[config.mk]
export PLATFORM = sky130hd
export DESIGN_NAME = microc_stack
export DESIGN_NICKNAME = d
export VERILOG_FILES = /design/src/rtl/microc_stack_pkg.sv /design/src/rtl/microc_stack_ret_stack.sv /design/src/rtl/microc_stack.sv
export SDC_FILE = /design/constraint.sdc
export NUM_CORES = 1
export LEC_CHECK = 0
export CORE_ASPECT_RATIO = 2
export CORE_MARGIN = 5
export CORE_UTILIZATION = 56
export DETAILED_ROUTE_END_ITERATION = 16
export HOLD_SLACK_MARGIN = 0.06
export MAX_ROUTING_LAYER = met4
export PLACE_DENSITY = 0.82
export SYNTH_ARGS = -nofsm -noshare
export SYNTH_HDL_FRONTEND = slang
export SYNTH_SLANG_ARGS = --single-unit
[constraint.sdc]
create_clock -name clk -period 5.31 [get_ports clk]
set_clock_uncertainty 0.1 [all_clocks]
set_input_delay 1.062 -clock clk [delete_from_list [all_inputs] [get_ports clk]]
set_output_delay 1.062 -clock clk [all_outputs]
set_load 0.02 [all_outputs]
[src/rtl/microc_stack_pkg.sv]
// microc_stack_pkg: shared definitions for the microc_stack datapath.
//   - datapath / PC widths
//   - ALU operation encodings (ALU_PASSA .. ALU_NEGB)
//   - instruction field bit positions
//   - alu_exec(): 8-bit ALU with a carry/borrow bit, returned as {carry, result}
package microc_stack_pkg;

    localparam int PC_W   = 10;
    localparam int DATA_W = 8;

    localparam logic [2:0] ALU_PASSA = 3'b000;
    localparam logic [2:0] ALU_NOTA  = 3'b001;
    localparam logic [2:0] ALU_ADD   = 3'b010;
    localparam logic [2:0] ALU_SUB   = 3'b011;
    localparam logic [2:0] ALU_AND   = 3'b100;
    localparam logic [2:0] ALU_OR    = 3'b101;
    localparam logic [2:0] ALU_NEGA  = 3'b110;
    localparam logic [2:0] ALU_NEGB  = 3'b111;

    // Instruction field LSB positions (imm and RA1/RA2 overlap by design).
    localparam int OPC_LSB = 10;
    localparam int RA1_LSB = 8;
    localparam int RA2_LSB = 4;
    localparam int WA3_LSB = 0;
    localparam int IMM_LSB = 4;
    localparam int JMP_LSB = 0;

    // Bit 8 of the return value is the carry: adder carry-out for ADD,
    // unsigned borrow (A<B) for SUB, zero for everything else.
    function automatic logic [DATA_W:0] alu_exec(input logic [2:0] op,
                                                 input logic [DATA_W-1:0] a,
                                                 input logic [DATA_W-1:0] b);
        logic [DATA_W:0] r;
        r = '0;
        case (op)
            ALU_PASSA: r = {1'b0, a};
            ALU_NOTA:  r = {1'b0, ~a};
            ALU_ADD:   r = {1'b0, a} + {1'b0, b};
            ALU_SUB:   r = {(a < b), a - b};
            ALU_AND:   r = {1'b0, a & b};
            ALU_OR:    r = {1'b0, a | b};
            ALU_NEGA:  r = {1'b0, ~a + 8'd1};
            ALU_NEGB:  r = {1'b0, ~b + 8'd1};
            default:   r = '0;
        endcase
        return r;
    endfunction

endpackage

[src/rtl/microc_stack_ret_stack.sv]
// ret_stack: LIFO of return addresses for call/return.
//   clk, reset : clock, async active-high reset (clears pointer and error bits)
//   push, pop  : push din / pop top; pop wins if both are asserted
//   din        : address to push
//   top        : current top-of-stack entry (valid only when !empty)
//   sp         : number of entries held (0..DEPTH)
//   empty      : no entries
//   ovf, unf   : sticky push-while-full / pop-while-empty
module ret_stack #(
    parameter int DEPTH = 8,
    parameter int W     = 10
) (
    input  logic                     clk,
    input  logic                     reset,
    input  logic                     push,
    input  logic                     pop,
    input  logic [W-1:0]             din,
    output logic [W-1:0]             top,
    output logic [$clog2(DEPTH):0]   sp,
    output logic                     empty,
    output logic                     ovf,
    output logic                     unf
);
    localparam int AW = $clog2(DEPTH);
    localparam logic [AW:0] FULL_CNT = (AW+1)'(DEPTH);
    localparam logic [AW:0] ONE      = (AW+1)'(1);

    logic [W-1:0] mem [DEPTH];
    logic [AW:0]  sp_m1;
    logic         full;
    logic         do_push;
    logic         do_pop;

    assign full    = (sp == FULL_CNT);
    assign empty   = (sp == '0);
    assign sp_m1   = sp - ONE;
    assign top     = mem[sp_m1[AW-1:0]];
    assign do_pop  = pop && !empty;
    assign do_push = push && !pop && !full;

    // Contents need no reset: nothing reads them until a push lands.
    always_ff @(posedge clk) begin
        if (do_push)
            mem[sp[AW-1:0]] <= din;
    end

    always_ff @(posedge clk or posedge reset) begin
        if (reset) begin
            sp  <= '0;
            ovf <= 1'b0;
            unf <= 1'b0;
        end else begin
            if (do_pop)
                sp <= sp_m1;
            else if (do_push)
                sp <= sp + ONE;
            if (pop && empty)
                unf <= 1'b1;
            if (push && !pop && full)
                ovf <= 1'b1;
        end
    end

endmodule

[src/rtl/microc_stack.sv]
// microc_stack: single-cycle 8-bit datapath with return stack and carry flag.
//   clk, reset          : clock, async active-high reset
//   instr               : instruction word from external memory at instr_addr
//   s_inc/s_call/s_ret  : jump / call / return (return > call > jump > PC+1)
//   s_inm               : immediate operand select (A reads WA3, B = imm)
//   we, wez, wec        : register / zero-flag / carry-flag write enables
//   ALUOp               : ALU function
//   instr_addr, Opcode  : current PC, instr[15:10]
//   zero, carry         : registered flags
//   sp, stack_ovf/unf   : stack depth and sticky stack errors
module microc_stack
    import microc_stack_pkg::*;
#(
    parameter int         STACK_DEPTH = 8,
    parameter logic [9:0] RESET_PC    = 10'd0
) (
    input  logic                         clk,
    input  logic                         reset,
    input  logic [15:0]                  instr,
    input  logic                         s_inc,
    input  logic                         s_inm,
    input  logic                         we,
    input  logic                         wez,
    input  logic                         wec,
    input  logic                         s_call,
    input  logic                         s_ret,
    input  logic [2:0]                   ALUOp,
    output logic [9:0]                   instr_addr,
    output logic [5:0]                   Opcode,
    output logic                         zero,
    output logic                         carry,
    output logic [$clog2(STACK_DEPTH):0] sp,
    output logic                         stack_ovf,
    output logic                         stack_unf
);
    logic [PC_W-1:0]   pc, pc_inc, pc_next, jump, stk_top;
    logic [3:0]        ra1, ra2, wa3, rd1_addr;
    logic [DATA_W-1:0] imm, op_a, op_b, rd2;
    logic [DATA_W:0]   alu_res;
    logic [DATA_W-1:0] rf [16];
    logic              stk_empty;

    assign ra1    = instr[RA1_LSB +: 4];
    assign ra2    = instr[RA2_LSB +: 4];
    assign wa3    = instr[WA3_LSB +: 4];
    assign imm    = instr[IMM_LSB +: DATA_W];
    assign jump   = instr[JMP_LSB +: PC_W];
    assign Opcode = instr[OPC_LSB +: 6];

    assign instr_addr = pc;
    assign pc_inc     = pc + 10'd1;   // natural wrap 3FF -> 000

    // R0 is hard-wired to zero on both read ports.
    assign rd1_addr = s_inm ? wa3 : ra1;
    assign op_a     = (rd1_addr == 4'd0) ? '0 : rf[rd1_addr];
    assign rd2      = (ra2 == 4'd0) ? '0 : rf[ra2];
    assign op_b     = s_inm ? imm : rd2;
    assign alu_res  = alu_exec(ALUOp, op_a, op_b);

    ret_stack #(.DEPTH(STACK_DEPTH), .W(PC_W)) u_stack (
        .clk   (clk),
        .reset (reset),
        .push  (s_call),
        .pop   (s_ret),
        .din   (pc_inc),
        .top   (stk_top),
        .sp    (sp),
        .empty (stk_empty),
        .ovf   (stack_ovf),
        .unf   (stack_unf)
    );

    // A return on an empty stack degrades to a plain PC+1.
    always_comb begin
        pc_next = pc_inc;
        if (s_ret)
            pc_next = stk_empty ? pc_inc : stk_top;
        else if (s_call || s_inc)
            pc_next = jump;
    end

    always_ff @(posedge clk or posedge reset) begin
        if (reset) begin
            pc    <= RESET_PC;
            zero  <= 1'b0;
            carry <= 1'b0;
            for (int i = 0; i < 16; i++)
                rf[i] <= '0;
        end else begin
            pc <= pc_next;
            if (wez)
                zero <= (alu_res[DATA_W-1:0] == '0);
            if (wec)
                carry <= alu_res[DATA_W];
            if (we && wa3 != 4'd0)
                rf[wa3] <= alu_res[DATA_W-1:0];
        end
    end

endmodule

==> metrics.csv <==
metric,value,unit
critPathRequiredTime,5.62,ns
synth_top_family_by_area,multiplexers,
synth_edf_count,80,
synth_xor_area_share,1.21,%
overflow,0,
wl_met2,22900,um
synth.distinct_cells,89,
cts_max_path_buffers,3,
end_kind,register,
clk_pin_slew,0.06,ns
layout_min_cycle_time,5.17,ns
crit_slowest_cell,clkdlybuf4s50_1,
cts_hold_buffers,0,
setup_viol,0,
dieArea,26500,um2
antenna_found_initial,0,
cts_tree,yes,
status,finished clean,
drt_first_pass_iters,6,
power.total,7430,uW
dr_total_vias,10900,
synthTopCellsByArea,"dfrtp_1 28%, edfxtp_1 19%, mux4_2 7.5%, mux2_2 6.9%, nand2_1 4.1%",
grt_pass1_vias,11500,
drtIter0Drc,1018,
nNetsFinal,1411,
synth-compound-area-share,14.2,%
synthFlopType,dfrtp_1,
max_slew_margin,12.3,%
grt_pass1_wl,66900,um
port_buffers,43,
n_fill_cell,1649,
synth.avg_cell_area,11.1,um2
drc_errors,0,
yosysWarningCount,0,
synthCells,1172,
clock_sinks,225,
ios,52,
synthMuxAreaShare,19.0,%
num_rows,78,
worstMarginPinSlew,1.31,ns
wl_per_cell,27.0,um
ant_nets,0,
tns,0,ns
die_w,118,um
drv_cap,0,
critical_path_class,primary input to register,
r2r_slack,0.78,ns
gp_congestion,1.05,
die_h,225,um
initial_core_util,57.1,%
num_antenna_cells,0,
cp_data_arrival_time,5.48,ns
wl,44600,um
clock_latency,0.54,ns
peakVddDrop,523,uV
clockRootBuffer,clkbuf_16,
finalHoldViolCount,0,
critPathMaxFanout,6,
met3WireLength,2760,um
powerDensity,472,nW/um2
hp-class,register to register,
top_layer_used,met4,
worstPathCellList,clkdlybuf4s50_1 -> buf_4 -> nor2_1 -> buf_4 -> a222oi_1 -> buf_4 -> a221o_1 -> o21ai_1 -> inv_1 -> ha_1 -> o21ba_2 -> o21bai_2 -> a21o_1 -> a2111oi_2 -> buf_4 -> or3_1 -> and3_1 -> o311a_1 -> o211ai_1 -> a22o_1 -> o41ai_4,
netlist_area,13000,um2
slowest_delay,0.45,ns
dpl.hpwl,32900,um
rsz0062_at_grt,yes,
finalHoldWorstSlack,0.277,ns
syn_nets,1229,
seq_area_frac_synth,46.5,%
synth-adder-area-share,2.91,%
async_reset_ff_share,64.4,%
yosys.area.top_type,dfrtp_1,
placedCellCount,1608,
cp_common_cell,buf_4,
routed_via_density,6.58,
synth-simple-area-share,11.3,%
p_leak,0.00666,uW
drt-met1-wl,13800,um
cts.htree.levels,1,
cts_buffers,21,
grt_use_total,34.4,%
period_share,97.3,%
coreArea,22700,um2
grt_max_degree,94,
slew_viol_final,0,
netlist.area_leader.share,28.0,%
drive_gt1_share,29.7,%
syn_to_final_growth,21.5,%
instances_no_fill,1649,
worstSetupStartpointType,primary input,
fmax,194,MHz
ys_ff_latch,225,
synth_stat cells, drive strengths merged (9+ instances only):
| master | instances |
|---|---|
| a22oi | 11 |
| dfrtp | 145 |
| mux4 | 45 |
| nand3 | 26 |
| a31oi | 13 |
| nor2 | 92 |
| a221oi | 9 |
| o221ai | 9 |
| nor3 | 11 |
| buf | 40 |
| ha | 27 |
| clkbuf | 44 |
| nor2b | 10 |
| edfxtp | 80 |
| mux2i | 43 |
| a211oi | 10 |
| nand2b | 14 |
| inv | 47 |
| mux2 | 87 |
| a21oi | 68 |
| nand2 | 141 |
| o21ai | 52 |
| and2 | 10 |
| xnor2 | 14 |
cell type report:
type	count	area [um2]	share of cell area, %
Clock buffer	24	547	3.47
Clock inverter	14	184	1.17
Inverter	47	185	1.17
Multi-Input combinational cell	817	6460	41.0
Sequential cell	225	6030	38.3
Tap cell	280	350	2.22
Timing Repair Buffer	242	2000	12.7
worst paths after layout:
check                                end      from  depth (start not counted)
setup / recovery                    zero  instr[6]                         21
hold / removal                   rf[127]   rf[127]                          0
setup reg to reg                    zero    rf[57]                         18
hold reg to reg                  rf[127]   rf[127]                          0
max in group asynchronous  u_stack.sp[0]     reset                          3
min in group asynchronous         rf[31]     reset                          2
stage by stage:
stage	cell area [um2]	util, %	setup WS, ns
6_report	15800	69.3	0.142
5_1_grt	15800	69.3	-0.100
4_1_cts	15600	68.7	0.000403
3_5_place_dp	14900	65.3	-0.644
3_3_place_gp	14900	65.3	-0.682
2_1_floorplan	13000	-	0.253
registers in the layout, summed over array words and instances, names as in the netlist:
register / flops
instr_addr: 10
u_stack.sp: 4
carry: 1
u_stack.mem: 80
rf: 127
u_stack.ovf: 1
u_stack.unf: 1
zero: 1
critical path: cells and delay by family:
kind            cells  cell delay (ns)
compound gates     11             2.54
buf+inv             6             1.29
fa+ha+maj           1             0.22
simple gates        3             0.39
per-layer routing:
layer	GRT usage, %	vias to the layer above
li1	-	4702
met1	31.8	5253
met2	58.7	601
met3	6.13	300
met4	32.5	0
met5	-	-
power by group:
part	switching [uW]	internal, uW
logic	1600	1410
registers	394	2390
clock network	700	941
cell usage in the layout (no fill, tap or decap), types with 13 or more instances in the layout:
master | synthesis | routed
mux4_2 | 43 | 43
a21oi_1 | 68 | 66
clkdlybuf4s50_1 | 0 | 38
ha_1 | 27 | 26
nor2_1 | 91 | 90
mux2i_1 | 40 | 37
nand2_1 | 141 | 141
o21ai_0 | 48 | 46
mux2_2 | 80 | 79
inv_1 | 45 | 43
nand3_1 | 26 | 26
dfrtp_1 | 145 | 145
a31oi_1 | 13 | 13
clkbuf_16 | 0 | 21
buf_4 | 11 | 192
edfxtp_1 | 80 | 80
nand2b_1 | 14 | 14
xnor2_1 | 14 | 14
logic make-up (layout without fill, tap and decap cells):
logic type / after synthesis / in the layout
AOI/OAI and AO/OA: 263 / 264
xor gates and xnor gates: 18 / 18
adders and majority gates: 29 / 29
buffers and inverters: 131 / 327
DFF: 225 / 225
muxes: 175 / 175
and+or+nand+nor: 331 / 331
repair_timing:
item / in CTS / in global routing
gates resized for setup: 5 / 29
setup endpoints to repair: 17 / 87
buffers inserted: 1 / 1
pin swaps: 1 / 6
gates cloned: 0 / 1
(Power assumes the default switching activity.)
